[src/rtl/vshift_sequencer.sv]
// Walks one vector shift over a register, one word at a time: READ, EXEC, WRITE (3 cycles/word min), then a DONE pulse.
// Write-back stalls hold wr_* stable with no new reads; flush or reset aborts to IDLE with no done pulse.
module vshift_sequencer #(
  parameter int MIN_WIDTH  = 8,
  parameter int MAX_WIDTH  = 64,
  parameter int SEW_WIDTH  = $clog2(MAX_WIDTH/MIN_WIDTH)+1,
  parameter int VREG_WORDS = 4,
  parameter int VL_W       = $clog2(VREG_WORDS*MAX_WIDTH/MIN_WIDTH)+1
) (
  input  logic                                clk,
  input  logic                                rst_n,
  input  logic                                flush,
  input  logic                                in_valid,
  output logic                                in_ready,
  input  logic [1:0]                          in_op,
  input  logic [1:0]                          in_src,
  input  logic [SEW_WIDTH-1:0]                in_sew,
  input  logic [VL_W-1:0]                     in_vl,
  input  logic [4:0]                          in_vs2,
  input  logic [4:0]                          in_vs1,
  input  logic [4:0]                          in_vd,
  input  logic [MAX_WIDTH-1:0]                in_scalar,
  output logic                                rd_en,
  output logic [5+$clog2(VREG_WORDS)-1:0]     rd_addr_a,
  output logic [5+$clog2(VREG_WORDS)-1:0]     rd_addr_b,
  input  logic [MAX_WIDTH-1:0]                rd_data_a,
  input  logic [MAX_WIDTH-1:0]                rd_data_b,
  output logic                                sh_right,
  output logic                                sh_sign,
  output logic [SEW_WIDTH-1:0]                sh_sew,
  output logic [MAX_WIDTH-1:0]                sh_opA,
  output logic [MAX_WIDTH-1:0]                sh_opB,
  input  logic [MAX_WIDTH-1:0]                sh_result,
  output logic                                wr_valid,
  input  logic                                wr_ready,
  output logic [5+$clog2(VREG_WORDS)-1:0]     wr_addr,
  output logic [MAX_WIDTH-1:0]                wr_data,
  output logic [MAX_WIDTH/8-1:0]              wr_be,
  output logic                                done
);
  localparam int WA = $clog2(VREG_WORDS);
  localparam int NB = MAX_WIDTH/8;
  localparam int LB = $clog2(NB);
  localparam int LW = $clog2(MAX_WIDTH);
  localparam int JW = (SEW_WIDTH > 1) ? $clog2(SEW_WIDTH) : 1;

  typedef enum logic [2:0] {S_IDLE, S_READ, S_EXEC, S_WRITE, S_DONE} state_t;

  state_t                 state, state_n;
  logic                   accept;
  logic [WA-1:0]          w, last_w, in_last;
  logic [4:0]             vs2_q, vs1_q, vd_q;
  logic [VL_W-1:0]        vl_q;
  logic [JW-1:0]          j_q, in_j;
  logic                   src_vec_q;
  logic [MAX_WIDTH-1:0]   scal_rep_q, in_rep;
  logic [VL_W:0]          nw_raw, eidx;
  logic [LW-1:0]          fmask;

  // Lowest set bit wins if in_sew is not one-hot.
  always_comb begin
    in_j = '0;
    for (int k = SEW_WIDTH-1; k >= 0; k--)
      if (in_sew[k]) in_j = JW'(k);
  end

  assign nw_raw = ({1'b0, in_vl} + ((VL_W+1)'(1) << in_j) - (VL_W+1)'(1)) >> in_j;

  // Clamp so an oversized vl can never walk into the next register.
  always_comb begin
    if (nw_raw >= (VL_W+1)'(VREG_WORDS)) in_last = WA'(VREG_WORDS-1);
    else                                 in_last = WA'(nw_raw - (VL_W+1)'(1));
  end

  assign fmask = LW'(MAX_WIDTH-1) >> in_j;
  always_comb begin
    in_rep = '0;
    for (int i = 0; i < MAX_WIDTH; i++)
      in_rep[i] = in_scalar[LW'(i) & fmask];
  end

  // Byte enable = owning element index below vl; full words pass trivially.
  always_comb begin
    wr_be = '0;
    eidx  = '0;
    for (int b = 0; b < NB; b++) begin
      eidx     = ((VL_W+1)'(w) << j_q) + ((VL_W+1)'(b) >> (LB - int'(j_q)));
      wr_be[b] = (eidx < {1'b0, vl_q});
    end
  end

  always_comb begin
    state_n  = state;
    accept   = 1'b0;
    in_ready = (state == S_IDLE) && !flush;
    rd_en    = (state == S_READ);
    wr_valid = (state == S_WRITE);
    done     = (state == S_DONE);
    if (flush) begin
      state_n = S_IDLE;
    end else begin
      case (state)
        S_IDLE:  if (in_valid) begin
                   accept  = 1'b1;
                   state_n = (in_vl == '0) ? S_DONE : S_READ;
                 end
        S_READ:  state_n = S_EXEC;
        S_EXEC:  state_n = S_WRITE;
        S_WRITE: if (wr_ready) state_n = (w == last_w) ? S_DONE : S_READ;
        S_DONE:  state_n = S_IDLE;
        default: state_n = S_IDLE;
      endcase
    end
  end

  always_ff @(posedge clk or negedge rst_n) begin
    if (!rst_n) begin
      state      <= S_IDLE;
      w          <= '0;
      last_w     <= '0;
      vs2_q      <= '0;
      vs1_q      <= '0;
      vd_q       <= '0;
      vl_q       <= '0;
      j_q        <= '0;
      src_vec_q  <= 1'b0;
      scal_rep_q <= '0;
      sh_right   <= 1'b0;
      sh_sign    <= 1'b0;
      sh_sew     <= '0;
      sh_opA     <= '0;
      sh_opB     <= '0;
    end else begin
      state <= state_n;
      if (accept) begin
        w          <= '0;
        last_w     <= in_last;
        vs2_q      <= in_vs2;
        vs1_q      <= in_vs1;
        vd_q       <= in_vd;
        vl_q       <= in_vl;
        j_q        <= in_j;
        src_vec_q  <= (in_src == 2'd0) || (in_src == 2'd3);
        scal_rep_q <= in_rep;
        sh_right   <= (in_op == 2'd1) || (in_op == 2'd2);
        sh_sign    <= (in_op == 2'd2);
        sh_sew     <= in_sew;
      end else if (state == S_WRITE && wr_ready && !flush && w != last_w) begin
        w <= w + 1'b1;
      end
      if (state == S_EXEC && !flush) begin
        sh_opA <= rd_data_a;
        sh_opB <= src_vec_q ? rd_data_b : scal_rep_q;
      end
    end
  end

  assign rd_addr_a = {vs2_q, w};
  assign rd_addr_b = {vs1_q, w};
  assign wr_addr   = {vd_q, w};
  assign wr_data   = sh_result;

endmodule
[config.mk]
export PLATFORM = sky130hd
export DESIGN_NAME = vshift_sequencer
export DESIGN_NICKNAME = d
export VERILOG_FILES = /design/src/rtl/vshift_sequencer.sv
export SDC_FILE = /design/constraint.sdc
export NUM_CORES = 1
export LEC_CHECK = 0
export BUFFER_PORTS_ARGS = -buffer_cell sky130_fd_sc_hd__buf_2
export CAP_MARGIN = 10
export CORE_AREA = 4 4 199 201
export DETAILED_ROUTE_END_ITERATION = 10
export DIE_AREA = 0 0 203 205
export GPL_TIMING_DRIVEN = 0
export HOLD_SLACK_MARGIN = 0.12
export RECOVER_POWER = 50
export SYNTH_ARGS = -nofsm -noshare
export SYNTH_HDL_FRONTEND = slang
export SYNTH_SLANG_ARGS = --single-unit
[constraint.sdc]
create_clock -name clk -period 3.4 [get_ports clk]
set_input_delay 0.85 -clock clk [delete_from_list [all_inputs] [get_ports clk]]
set_output_delay 0.85 -clock clk [all_outputs]
set_load 0.02 [all_outputs]
Yosys cells after proc, flatten, opt, wreduce, memory -nomap -nowiden
Cells that the tools add are included.
{"block": "totals", "register_bits": 229, "input_bits": 290, "wordCells": 279}
{"block": "op_classes", "add_sub_neg": 13, "n_lt_le_gt_ge": 72, "n_eq_ne": 11, "shift": 12, "mux": 143, "reduce_logical": 13}
{"cell": "< comparator 6 x 7 -> 1 bit (second input constant)", "n": 32}
{"cell": ">> shifter 3 x 32 -> 7 bit (first input constant)", "n": 4}
{"cell": "< comparator 5 x 7 -> 1 bit (second input constant)", "n": 16}
{"cell": "2-to-1 mux 1 bit", "n": 72}
{"cell": "2-to-1 mux 64 bit", "n": 1}
{"cell": ">> shifter 1 x 32 -> 7 bit (first input constant)", "n": 2}
{"cell": ">> shifter 2 x 32 -> 7 bit (first input constant)", "n": 2}
{"cell": "binary-select mux 1 bit (select 3 bit)", "n": 20}
{"cell": "binary-select mux 1 bit (select 4 bit)", "n": 15}
{"cell": "adder 7 bit", "n": 8}
{"cell": "< comparator 4 x 7 -> 1 bit (second input constant)", "n": 8}
{"cell": "< comparator 7 x 6 -> 1 bit", "n": 8}
{"cell": "binary-select mux 1 bit (select 2 bit)", "n": 15}
{"cell": "binary-select mux 1 bit (select 5 bit)", "n": 6}
{"cell": "< comparator 3 x 7 -> 1 bit (second input constant)", "n": 4}
{"cell": "2-to-1 mux 3 bit", "n": 5}
{"cell": "< comparator 2 x 7 -> 1 bit (second input constant)", "n": 2}
{"cell": "2-to-1 mux 2 bit", "n": 7}
{"cell": "case mux 3 bit (4 select lines)", "n": 1}
{"cell": "adder 6 x 7 -> 7 bit", "n": 1}
{"cell": ">= comparator 7 x 3 -> 1 bit (second input constant)", "n": 1}
{"cell": "< comparator 1 x 7 -> 1 bit (second input constant)", "n": 1}
{"cell": "left shift 1 x 2 -> 7 bit (first input constant)", "n": 1}
{"cell": "left shift 2 x 2 -> 7 bit", "n": 1}
{"cell": "other kinds (24)", "n": 31}

Longest topological paths before layout
Gate-level depths: netlist of the first run.
{"block": "depth", "word_depth": 10, "mapped_depth": 17}

Least setup slack after synthesis of the first run
No wires, ideal clock.
{"block": "synth_path", "kind": "reg2out", "start": "register w[1]", "end": "output wr_be[6]", "arrival_time_ns": 2.842, "required_ns": 2.550, "slack_ns": -0.292, "stages_incl_launch_ff": 12, "path_cell_list": "dfrtp_1 -> buf_2 -> inv_1 -> o31ai_1 -> ha_1 -> clkbuf_1 -> clkbuf_1 -> xor2_1 -> ha_1 -> a21o_1 -> a21oi_1 -> o21a_1"}
{"block": "synth_between", "elab_chain_cells": 3}
{"item": "start, declared", "line_no": "51", "rtl": "logic [WA-1:0] w, last_w, in_last;"}
{"item": "start signal, assigned", "line_no": "149", "rtl": "w <= w + 1'b1;"}
{"item": "left shift 2 x 2 -> 7 bit", "line_no": "87", "rtl": "eidx = ((VL_W+1)'(w) << j_q) + ((VL_W+1)'(b) >> (LB - int'(j_q)));"}
{"item": "adder 7 bit", "line_no": "87"}
{"item": "< comparator 7 x 6 -> 1 bit", "line_no": "88", "rtl": "wr_be[b] = (eidx < {1'b0, vl_q});"}
{"item": "end, declared", "line_no": "38", "rtl": "output logic [MAX_WIDTH/8-1:0] wr_be,"}
No other way between the ends.

Final worst setup path of the first run
{"block": "layout_path", "start": "register j_q[0]", "end": "output wr_be[6]"}
{"block": "layout_between", "elab_chain_cells": 4, "word_cells_on_any_way": 5, "classes_between": "2 x add/sub; 1 x order compare; 2 x shift"}
{"item": "start, declared", "line_no": "54", "rtl": "logic [JW-1:0] j_q, in_j;"}
{"item": "start signal, assigned", "line_no": "142", "rtl": "j_q <= in_j;"}
{"item": "subtractor 2 x 2 -> 3 bit", "line_no": "87"}
{"item": ">> shifter 3 x 32 -> 7 bit", "line_no": "87"}
{"item": "adder 7 bit (*)", "line_no": "87"}
{"item": "< comparator 7 x 6 -> 1 bit (*)", "line_no": "88"}
Mark *: on every way between the ends. The rest lies on a longest branch, timed or not.

==> results of run 1 <==
sequential cells by signal (all words and copies together) (netlist names), 2 cells and up:
| name | cells |
|---|---|
| scal_rep_q | 64 |
| sh_opA | 64 |
| w | 2 |
| sh_sew | 4 |
| vs2_q | 5 |
| j_q | 2 |
| vl_q | 6 |
| vs1_q | 5 |
| sh_opB | 64 |
| vd_q | 5 |
| state | 3 |
| last_w | 2 |
report_power, final:
group | switching, mW | total (mW) | internal, mW
logic | 2.75 | 4.58 | 1.83
registers | 0.541 | 4.21 | 3.67
clock network | 1.17 | 2.84 | 1.67
total | 4.46 | 11.6 | 7.17
per-stage QoR:
stage | util [%] | TNS [ns] | hold WS (ns) | worst slack, ns
6_report | 44.81 | -3.121 | 0.4688 | -0.4479
5_1_grt | 44.79 | -19.48 | 0.4716 | -0.5853
4_1_cts | 44.76 | -2.510 | 0.2348 | -0.4300
3_5_place_dp | 40.66 | -3.031 | 0.4578 | -0.7459
3_3_place_gp | 40.49 | -622.86 | 0.4555 | -3.147
2_1_floorplan | - | -0.003927 | 0.4450 | -0.003927
final cells by class:
class	instances	area [µm²]
Multi-Input combinational cell	840	5901
Clock buffer	41	788.3
Clock inverter	6	75.07
Timing Repair Buffer	495	2608
Inverter	38	160.2
Fill cell	3734	20740
Antenna cell	5	12.51
Sequential cell	229	5736
Buffer	136	920.9
Tap cell	511	639.4
routing by layer:
| metal | wire, µm | share of wire [%] | up-vias | track usage, % |
|---|---|---|---|---|
| li1 | - | - | 5272 | - |
| met1 | 18360 | 38 | 5442 | 25.64 |
| met2 | 24490 | 51 | 463 | 39.78 |
| met3 | 3553 | 7.4 | 96 | 5.509 |
| met4 | 1211 | 2.5 | 26 | 5.771 |
| met5 | 157 | 0.33 | - | 0 |
worst min-delay path, delay by kind of cell, from the launching register on:
kind / cells / cell delay, ns
flops: 1 / 0.34
simple gates: 2 / 0.10
cell usage after synthesis, drive strengths merged (3+ instances only):
master and number:
dfrtp 229, nor2b 4, nor3 5, a222oi 8, a31oi 45, o21ai 55, xor2 5, xnor2 13
mux2 72, nand2 187, nand2b 7, nand3 23, nor3b 4, a211oi 5, clkbuf 16, and3 3
a21o 13, nor4 4, inv 38, buf 123, o21a 6, o22ai 10, nor2 124, ha 63
mux2i 69, a21oi 87
logic make-up (layout without fill, tap and decap cells):
kind of cell | Yosys count | after routing | synth area share [%]
AO/OA/AOI/OAI | 243 | 243 | 11.75
multiplexers | 141 | 141 | 12.25
adder cells (fa/ha/maj) | 64 | 64 | 6.597
flip-flops | 229 | 229 | 46.77
other | 1 | 8 | 0.03060
AND/OR/NAND/NOR | 371 | 371 | 12.89
XOR/XNOR | 18 | 18 | 1.287
buffers and inverters | 177 | 716 | 8.424
final timing paths:
kind / end / slack [ns] / cells after the start
setup / recovery: wr_be[6] / -0.45 / 11
hold / removal: vs1_q[4] / 0.47 / 2
setup reg to reg: scal_rep_q[38] / 0.71 / 6
hold reg to reg: vs1_q[4] / 0.47 / 2
max in group asynchronous: sh_opB[6] / 0.32 / 3
min in group asynchronous: sh_opA[5] / 0.73 / 1
repair_timing:
action	in CTS	in global routing
gates resized for setup	86	25
endpoints found under the setup margin	10	10
cloned	3	0
buffers inserted	26	10
pin swaps	40	17
==> results.md, run 1 <==
* Outcome: complete, but fails checks
* Failing checks: max-capacitance violations, max-slew violations, negative setup slack
* Vias per cell at 4.910
* Yosys top cell area share at 46.77%
* Clk slew on worst S/H paths at 0.06 ns
* DR WL/cell at 20.76 µm
* I/O pin cnt at 521
* Die area at 41,620 µm²
* CTS Buf Count at 27
* Initial antenna violation count at 20
* Maxcap violations at 1
* Pwr dens at 690.9 nW/µm²
* P_leak at 8.133 nW
* Syn_area_per_cell at 9.850 µm²
* First-pass GRT wire length at 69,830 µm
* Total power at 11.63 mW
* Die Y at 205 µm
* GRT Overall Usage at 21.83%
* Crit path buffers/inverters at 4
* Worst path top cell family by delay: compound AO/OA/AOI/OAI gates
* Cells after synthesis at 1,244
* Post-Syn Area at 12,250 µm²
* Clock Root Buffer: clkbuf_16
* Final setup vio count at 8
* Clk sinks at 229
* Post-synthesis sequential area ratio at 46.77%
* Worst Tran Pin Value at 1.759 ns
* Placed instance area at 15,280 µm²
* Die Width at 203 µm
* Area growth syn-to-layout at 37.43%
* Setup CP Type: reg -> out
* Worst EP arrival at 3.00 ns
* Slew headroom at -17.24%
* CTS tree: yes
* Synth top area cells: dfrtp_1 (47%), ha_1 (6.4%), nand2_1 (5.7%), mux2i_1 (5.6%), mux2_2 (5.3%)
* Synth Flop Type: dfrtp_1
* Slowest library cell on the worst path: dfrtp_2
* DRC at 0
* HP Start: vs1_q[4]
* Critical Path Source: j_q[0]
* H-tree depth at 1
* Post-synth EDFFs at 0
* Most common cell after layout, fill and taps aside: buf_2
* Hold Vio Cnt, Final at 0
* Largest area contributor in the netlist: dfrtp_1
* Slew Limit Fails at 74
* Layout Cells excl Fill at 2,301
* Via count at 11,300
* FFs w/ async S/R, synth at 100.0%
* Post-synth cell types at 59
* Reg2reg start: state[1]
* DPL Wire Length at 37,200 µm
* CP Max Fanout at 5
* Critical path required time at 2.55 ns
* Vias in the first global route at 11,700
* Antenna-violating nets left at 0
* Period utilization at 113.2%
* Gpl congestion at 0.8615
* Worst skew pair latency at 0.56 ns
* Final net count at 2,121
* Setup ws final at -0.4479 ns
* Initial core utilization at 32.61%
* Fin Clk Skew at 0.02498 ns
* Dpl cells at 2,214
* Max Buffers Root-to-Sink at 3
* Pin count of the biggest net entering global routing at 86
* Worst vdd ir at 0.4230 mV
* Drt initial violations at 530
* CP Capture Type: output pin
* Share of post-route cells with drive strength above 1 at 38.82%
* Pre-Repair DR Iteration Count at 8
* Period minus WS final at 3.848 ns
* Commonest cells after routing, fill and taps aside: buf_2 (385), dfrtp_1 (225), nand2_1 (184)
* YS warnings at 0
* Total Wirelength at 47,770 µm
* Yosys reg bits at 229
* Hold Crit Class: reg -> reg
* CORE AREA at 37,580 µm²
* CP Cell Sequence: buf_8 > clkinvlp_4 > o31ai_4 > ha_4 > clkbuf_16 > xor2_1 > ha_1 > a21o_1 > a21oi_2 > o21a_2 > buf_6
* CP Launch Type: flop
* Final Cell Area at 16,840 µm²
* Unrepaired setup endpoints after global routing: yes
* Fmax at 0.2599 GHz
* Max stage delay on crit path at 0.40 ns
* Rows at 71
* Total gr overflow at 0
* Cts hold-fix bufs at 0
* Buffers on Ports at 455
(Power assumes the default switching activity.)
==> inputs of run 2 (changes only) <==
- CORE_AREA: 4 4 199 201 -> 4 4 202 204
- DIE_AREA: 0 0 203 205 -> 0 0 206 208
- REMOVE_ABC_BUFFERS: unset -> 1
==> run 2 against run 1 <==
Compared with the run above: the run still ends with max-capacitance violations, max-slew violations, negative setup slack left; fmax grew 2.6%; first-iteration DRC count increased by 16%; largest power group is now sequential cells; non-clock buffer count decreased by 204; sequential cell count stayed put; clock power is 4% higher; design area is 6.9% lower; cell count decreased by 8.2%; largest cell class unchanged; sequential power hardly changed; clock skew fell by 0.0064 ns.
==> results.md, run 2 (synthesized netlist as in run 1, its figures left out) <==
* Die Y at 208 µm (was 205 µm)
* P_leak at 7.545 nW (was 8.133 nW)
* Buffers on Ports at 392 (was 455)
* Period utilization at 110.3% (was 113.2%)
* Die Width at 206 µm (was 203 µm)
* Worst vdd ir at 0.3554 mV (was 0.4230 mV)
* Pre-CTS setup slack at -0.7622 ns (was -0.7459 ns)
* Pwr dens at 728.1 nW/µm² (was 690.9 nW/µm²)
* Via count at 10,400 (was 11,300)
* Commonest cells after routing, fill and taps aside: buf_2 (383), dfrtp_1 (224), nand2_1 (182) (was buf_2 (385), dfrtp_1 (225), nand2_1 (184))
* DRC at 0 (unchanged)
* Initial core utilization at 31.20% (was 32.61%)
* Clk slew on worst S/H paths at 0.07 ns (was 0.06 ns)
* Most common cell after layout, fill and taps aside: buf_2 (unchanged)
* Clock Root Buffer: clkbuf_16 (unchanged)
* Hold Vio Cnt, Final at 0 (unchanged)
* DPL Wire Length at 34,070 µm (was 37,200 µm)
* Fmax at 0.2667 GHz (was 0.2599 GHz)
* Initial antenna violation count at 8 (was 20)
* CP Max Fanout at 5 (unchanged)
* CTS Buf Count at 27 (unchanged)
* Gpl congestion at 0.8093 (was 0.8615)
* CTS tree: yes (unchanged)
* Pre-Repair DR Iteration Count at 7 (was 8)
* GRT Overall Usage at 20.05% (was 21.83%)
* Total Wirelength at 45,430 µm (was 47,770 µm)
* Failing checks: max-capacitance violations, max-slew violations, negative setup slack (unchanged)
* Unrepaired setup endpoints after global routing: yes (unchanged)
* Setup ws final at -0.3493 ns (was -0.4479 ns)
* CP Launch Type: flop (unchanged)
* Setup CP Type: reg -> out (unchanged)
* Period minus WS final at 3.749 ns (was 3.848 ns)
* Vias per cell at 4.923 (was 4.910)
* Rows at 73 (was 71)
* I/O pin cnt at 521 (unchanged)
* Pin count of the biggest net entering global routing at 90 (was 86)
* Die area at 42,850 µm² (was 41,620 µm²)
* Reg2reg start: state[2] (was state[1])
* Worst EP arrival at 2.90 ns (was 3.00 ns)
* Area growth syn-to-layout at 27.94% (was 37.43%)
* Fin Clk Skew at 0.01854 ns (was 0.02498 ns)
* Final Cell Area at 15,680 µm² (was 16,840 µm²)
* Total power at 11.41 mW (was 11.63 mW)
* Share of post-route cells with drive strength above 1 at 37.21% (was 38.82%)
* Top Registers: scal_rep_q (64), sh_opA (64), sh_opB (64) (unchanged)
* Outcome: complete, but fails checks (unchanged)
* Placed instance area at 14,240 µm² (was 15,280 µm²)
* Vias in the first global route at 10,310 (was 11,700)
* Maxcap violations at 3 (was 1)
* Final setup vio count at 8 (unchanged)
* DR WL/cell at 21.51 µm (was 20.76 µm)
* CP Capture Type: output pin (unchanged)
* Slew Limit Fails at 147 (was 74)
* Worst Tran Pin Value at 1.840 ns (was 1.759 ns)
* HP Start: vs2_q[0] (was vs1_q[4])
* Hold Crit Class: reg -> reg (unchanged)
* CORE AREA at 39,280 µm² (was 37,580 µm²)
* Total gr overflow at 0 (unchanged)
* Final net count at 1,917 (was 2,121)
* Slew headroom at -22.64% (was -17.24%)
* FILL cells at 3,934 (was 3,734)
* Critical Path Source: j_q[0] (unchanged)
* Max Buffers Root-to-Sink at 3 (unchanged)
* Clk sinks at 229 (unchanged)
* First-pass GRT wire length at 65,380 µm (was 69,830 µm)
* Critical path required time at 2.55 ns (about the same)
* Antenna-violating nets left at 0 (unchanged)
* Drt initial violations at 617 (was 530)
* H-tree depth at 1 (unchanged)
* Worst skew pair latency at 0.55 ns (was 0.56 ns)
==> run 2: cell type report <==
class	count	area (µm²)	area share (%)
clock buffer	36	749.5	4.781
multi-input combinational	840	5823	37.15
tap	525	656.9	4.190
sequential	229	5739	36.61
antenna	4	10.01	0.06385
timing repair buffer	427	2391	15.25
inverter	38	153.9	0.9817
clock inverter	13	152.6	0.9737
==> run 2: path summary, 6_finish.rpt <==
path / endpoint / slack [ns] / cells past startpoint
setup reg to reg: sh_opA[35] / 0.04 / 5
hold / removal: vs2_q[0] / 0.47 / 2
setup / recovery: wr_be[5] / -0.35 / 11
min in group asynchronous: sh_opA[59] / 0.79 / 1
max in group asynchronous: src_vec_q / 0.19 / 3
hold reg to reg: vs2_q[0] / 0.47 / 2
==> run 2: routing by layer <==
layer,GRT usage (%),up-vias,part of all wire [%]
met5,5.069,-,0.65
met4,5.484,14,3.0
met3,8.962,89,11
met2,33.33,454,47
met1,23.07,4948,38
li1,-,4892,-
==> run 2: critical path, cell delays in order, from the launching register on <==
cell	delay, ns
dfrtp_2	0.45
or3b_4	0.44
inv_6	0.11
ha_4	0.15
ha_4	0.14
nor2_2	0.04
xnor2_1	0.16
ha_1	0.26
a21o_1	0.19
a21oi_2	0.14
o21a_1	0.14
buf_6	0.11
==> run 2: what timing repair did <==
item | CTS | global route
pin swaps | 26 | 12
setup buffers | 19 | 6
setup endpoints to repair | 10 | 10
hold buffers | 0 | 0
gates resized for setup | 62 | 22
==> run 2: where the power goes <==
part	switching (mW)	internal, mW	leakage [nW]
combinational	2.55	1.67	4.43
sequential	0.565	3.67	2.68
clock	1.18	1.77	0.442
total	4.29	7.12	7.55
==> run 2: through the flow <==
stage | hold WS, ns | util [%] | std cells | TNS [ns]
floorplan | 0.4450 | - | 1107 | -244.91
global placement | 0.4547 | 35.62 | 2024 | -1297.79
detailed placement | 0.4568 | 36.25 | 2033 | -3.400
CTS | 0.2589 | 39.68 | 2101 | -2.338
global route | 0.4738 | 39.90 | 2110 | -39.22
finish | 0.4652 | 39.91 | 2112 | -2.015
==> inputs of run 3 (changes only) <==
- BUFFER_PORTS_ARGS: -buffer_cell sky130_fd_sc_hd__buf_2 -> unset
- DONT_BUFFER_PORTS: unset -> 1
==> run 3 against run 2 <==
Compared with the run above: the run ends with negative setup slack left; sequential share of layout area rose by 6.3 points; clock skew fell by 0.0074 ns; fmax fell by 5.0%.
==> results.md, run 3 (synthesized netlist as in run 1, its figures left out) <==
* H-tree depth at 1 (unchanged)
* Total gr overflow at 0 (unchanged)
* Outcome: complete, but fails checks (unchanged)
* Crit path buffers/inverters at 2 (unchanged)
* Clk slew on worst S/H paths at 0.06 ns (was 0.07 ns)
* Area growth syn-to-layout at 9.150% (was 27.94%)
* CP Capture Type: output pin (unchanged)
* Final net count at 1,516 (was 1,917)
* Die Width at 206 µm (unchanged)
* Fin Clk Skew at 0.01109 ns (was 0.01854 ns)
* GR Layer Usage met1 at 21.21% (was 23.07%)
* Worst path top cell family by delay: compound AO/OA/AOI/OAI gates (was adder cells)
* Slew Limit Fails at 0 (was 147)
* Met2 track demand over resource at 31.51% (was 33.33%)
* GR peak layer: met2 (unchanged)
* Slew headroom at 13.08% (was -22.64%)
* Buffers on Ports at 0 (was 392)
* Drt initial violations at 583 (was 617)
* Clk sinks at 229 (unchanged)
* Setup CP Type: reg -> out (unchanged)
* Die Y at 208 µm (unchanged)
* DPL Wire Length at 31,910 µm (was 34,070 µm)
* CP Max Fanout at 9 (was 5)
* Gpl congestion at 0.7927 (was 0.8093)
* Final setup vio count at 8 (unchanged)
* Sw Pwr at 4.005 mW (was 4.295 mW)
* Failing checks: negative setup slack (was max-capacitance violations, max-slew violations, negative setup slack)
* Worst vdd ir at 0.3343 mV (was 0.3554 mV)
* Initial core utilization at 31.20% (unchanged)
* Pre-Repair DR Iteration Count at 5 (was 7)
* Internal at 6.296 mW (was 7.119 mW)
* Core Util, Final at 34.05% (was 39.91%)
* Period minus WS final at 3.945 ns (was 3.749 ns)
* Commonest cells after routing, fill and taps aside: dfrtp_1 (224), nand2_1 (183), nor2_1 (123) (was buf_2 (383), dfrtp_1 (224), nand2_1 (182))
* WHS at 0.01607 ns (was 0.4652 ns)
* Top Registers: scal_rep_q (64), sh_opA (64), sh_opB (64) (unchanged)
* Die area at 42,850 µm² (unchanged)
* Hold Vio Cnt, Final at 0 (unchanged)
* CTS tree: yes (unchanged)
* DRC at 0 (unchanged)
* Hold Crit Class: in -> async (was reg -> reg)
* Pin count of the biggest net entering global routing at 230 (was 90)
* CP Launch Type: flop (unchanged)
* Post-route setup TNS at -3.543 ns (was -2.015 ns)
* CORE AREA at 39,280 µm² (unchanged)
* Vias per cell at 5.147 (was 4.923)
* Antenna-violating nets left at 0 (unchanged)
* Via count at 8,802 (was 10,400)
* Clock network power share at 27.3% (was 25.9%)
* Vias in the first global route at 8,705 (was 10,310)
* Period utilization at 116.0% (was 110.3%)
* Slowest library cell on the worst path: dfrtp_4 (was dfrtp_2)
* Switching share of power at 38.88% (was 37.63%)
* Worst skew pair latency at 0.54 ns (was 0.55 ns)
* CP Cell Sequence: clkdlybuf4s50_1 > buf_1 > mux2i_1 > a21oi_2 > o21ai_0 > ha_1 > o221ai_1 > a211oi_1 > a211oi_2 (was or3b_4 > inv_6 > ha_4 > ha_4 > nor2_2 > xnor2_1 > ha_1 > a21o_1 > a21oi_2 > o21a_1 > buf_6)
* Pre-CTS setup slack at -0.9604 ns (was -0.7622 ns)
* Pwr dens at 770.3 nW/µm² (was 728.1 nW/µm²)
* Comb pwr share at 20.0% (was 37.0%)
* FILL cells at 3,938 (was 3,934)
* DR WL/cell at 25.21 µm (was 21.51 µm)
* Max Buffers Root-to-Sink at 3 (unchanged)
* Most common cell after layout, fill and taps aside: dfrtp_1 (was buf_2)
* First-pass GRT wire length at 60,620 µm (was 65,380 µm)
* Critical path required time at 2.55 ns (about the same)
* Unrepaired setup endpoints after global routing: yes (unchanged)
* Maxcap violations at 0 (was 3)
* Setup ws final at -0.5447 ns (was -0.3493 ns)
* Worst EP arrival at 3.09 ns (was 2.90 ns)
* Rows at 73 (unchanged)
* Share of post-route cells with drive strength above 1 at 13.79% (was 37.21%)
* Total power at 10.30 mW (was 11.41 mW)
* Worst Tran Pin Value at 1.304 ns (was 1.840 ns)
* GRT Overall Usage at 19.07% (was 20.05%)
* P_leak at 5.899 nW (was 7.545 nW)
* Initial antenna violation count at 7 (was 8)
* Max stage delay on crit path at 0.59 ns (was 0.45 ns)
* Share of power burned in registers at 52.7% (was 37.1%)
* Met3 Resource Use GR at 9.679% (was 8.962%)
* CTS Buf Count at 26 (was 27)
* I/O pin cnt at 521 (unchanged)
* Fmax at 0.2535 GHz (was 0.2667 GHz)
* Total Wirelength at 43,120 µm (was 45,430 µm)
* Clock Root Buffer: clkbuf_16 (unchanged)
-- run 3: cell types whose count changed in the layout (fill, tap and decap cells not counted), sizes merged --
cell,previous run,this run
clkinv,7,8
diode,4,3
inv,38,41
dlymetal6s2s,0,1
clkdlybuf4s50,0,3
buf,423,22
clkbuf,40,33
bufinv,3,2
-- run 3: what timing repair did --
item / 4_1_cts / 5_1_grt
setup buffers: 18 / 2
resized for setup: 33 / 14
endpoints found under the hold margin: 229 / 229
pin swaps: 3 / 5
endpoints found under the setup margin: 8 / 10
-- run 3: path summary, 6_finish.rpt --
path / start / endpoint / slack [ns] / cells past startpoint
hold reg to reg: scal_rep_q[2] / scal_rep_q[2] / 0.47 / 2
setup / recovery: w[0] / wr_be[2] / -0.54 / 9
hold / removal: rst_n / sh_opA[59] / 0.02 / 0
min in group clk: flush / state[1] / 0.37 / 1
setup reg to reg: state[2] / sh_opA[11] / 0.74 / 4
max in group asynchronous: rst_n / src_vec_q / 2.95 / 0
-- run 3: area by class of cell --
type / count / area (µm²) / area share (%)
Inverter: 38 / 145.1 / 1.085
Clock inverter: 16 / 160.2 / 1.197
Tap cell: 525 / 656.9 / 4.912
Sequential cell: 229 / 5744 / 42.95
Antenna cell: 3 / 7.507 / 0.05613
Multi-Input combinational cell: 840 / 5659 / 42.31
Clock buffer: 32 / 693.2 / 5.183
Timing Repair Buffer: 27 / 307.8 / 2.301
-- run 3: power by group through the flow --
stage	Combinational (mW)	Sequential, mW	Clock [mW]
after floorplan	1.61	5.16	0
after global placement	1.91	5.56	0
after detailed placement	1.99	5.51	0
after CTS	2.07	5.46	2.93
after global routing	2.35	5.53	3.01
final	2.06	5.43	2.82
-- run 3: through the flow --
step	instances	cell area (µm²)
floorplan	1107	11370
CTS	1705	13320
global route	1708	13370
detailed placement	1639	12230
global placement	1632	12030
finish	1710	13370
-- run 3: layer usage --
metal  part of all wire (%)  vias up
li1                       -     4058
met1                     36     4251
met2                     48      417
met3                     12       62
met4                    2.6       14
met5                   0.87        -
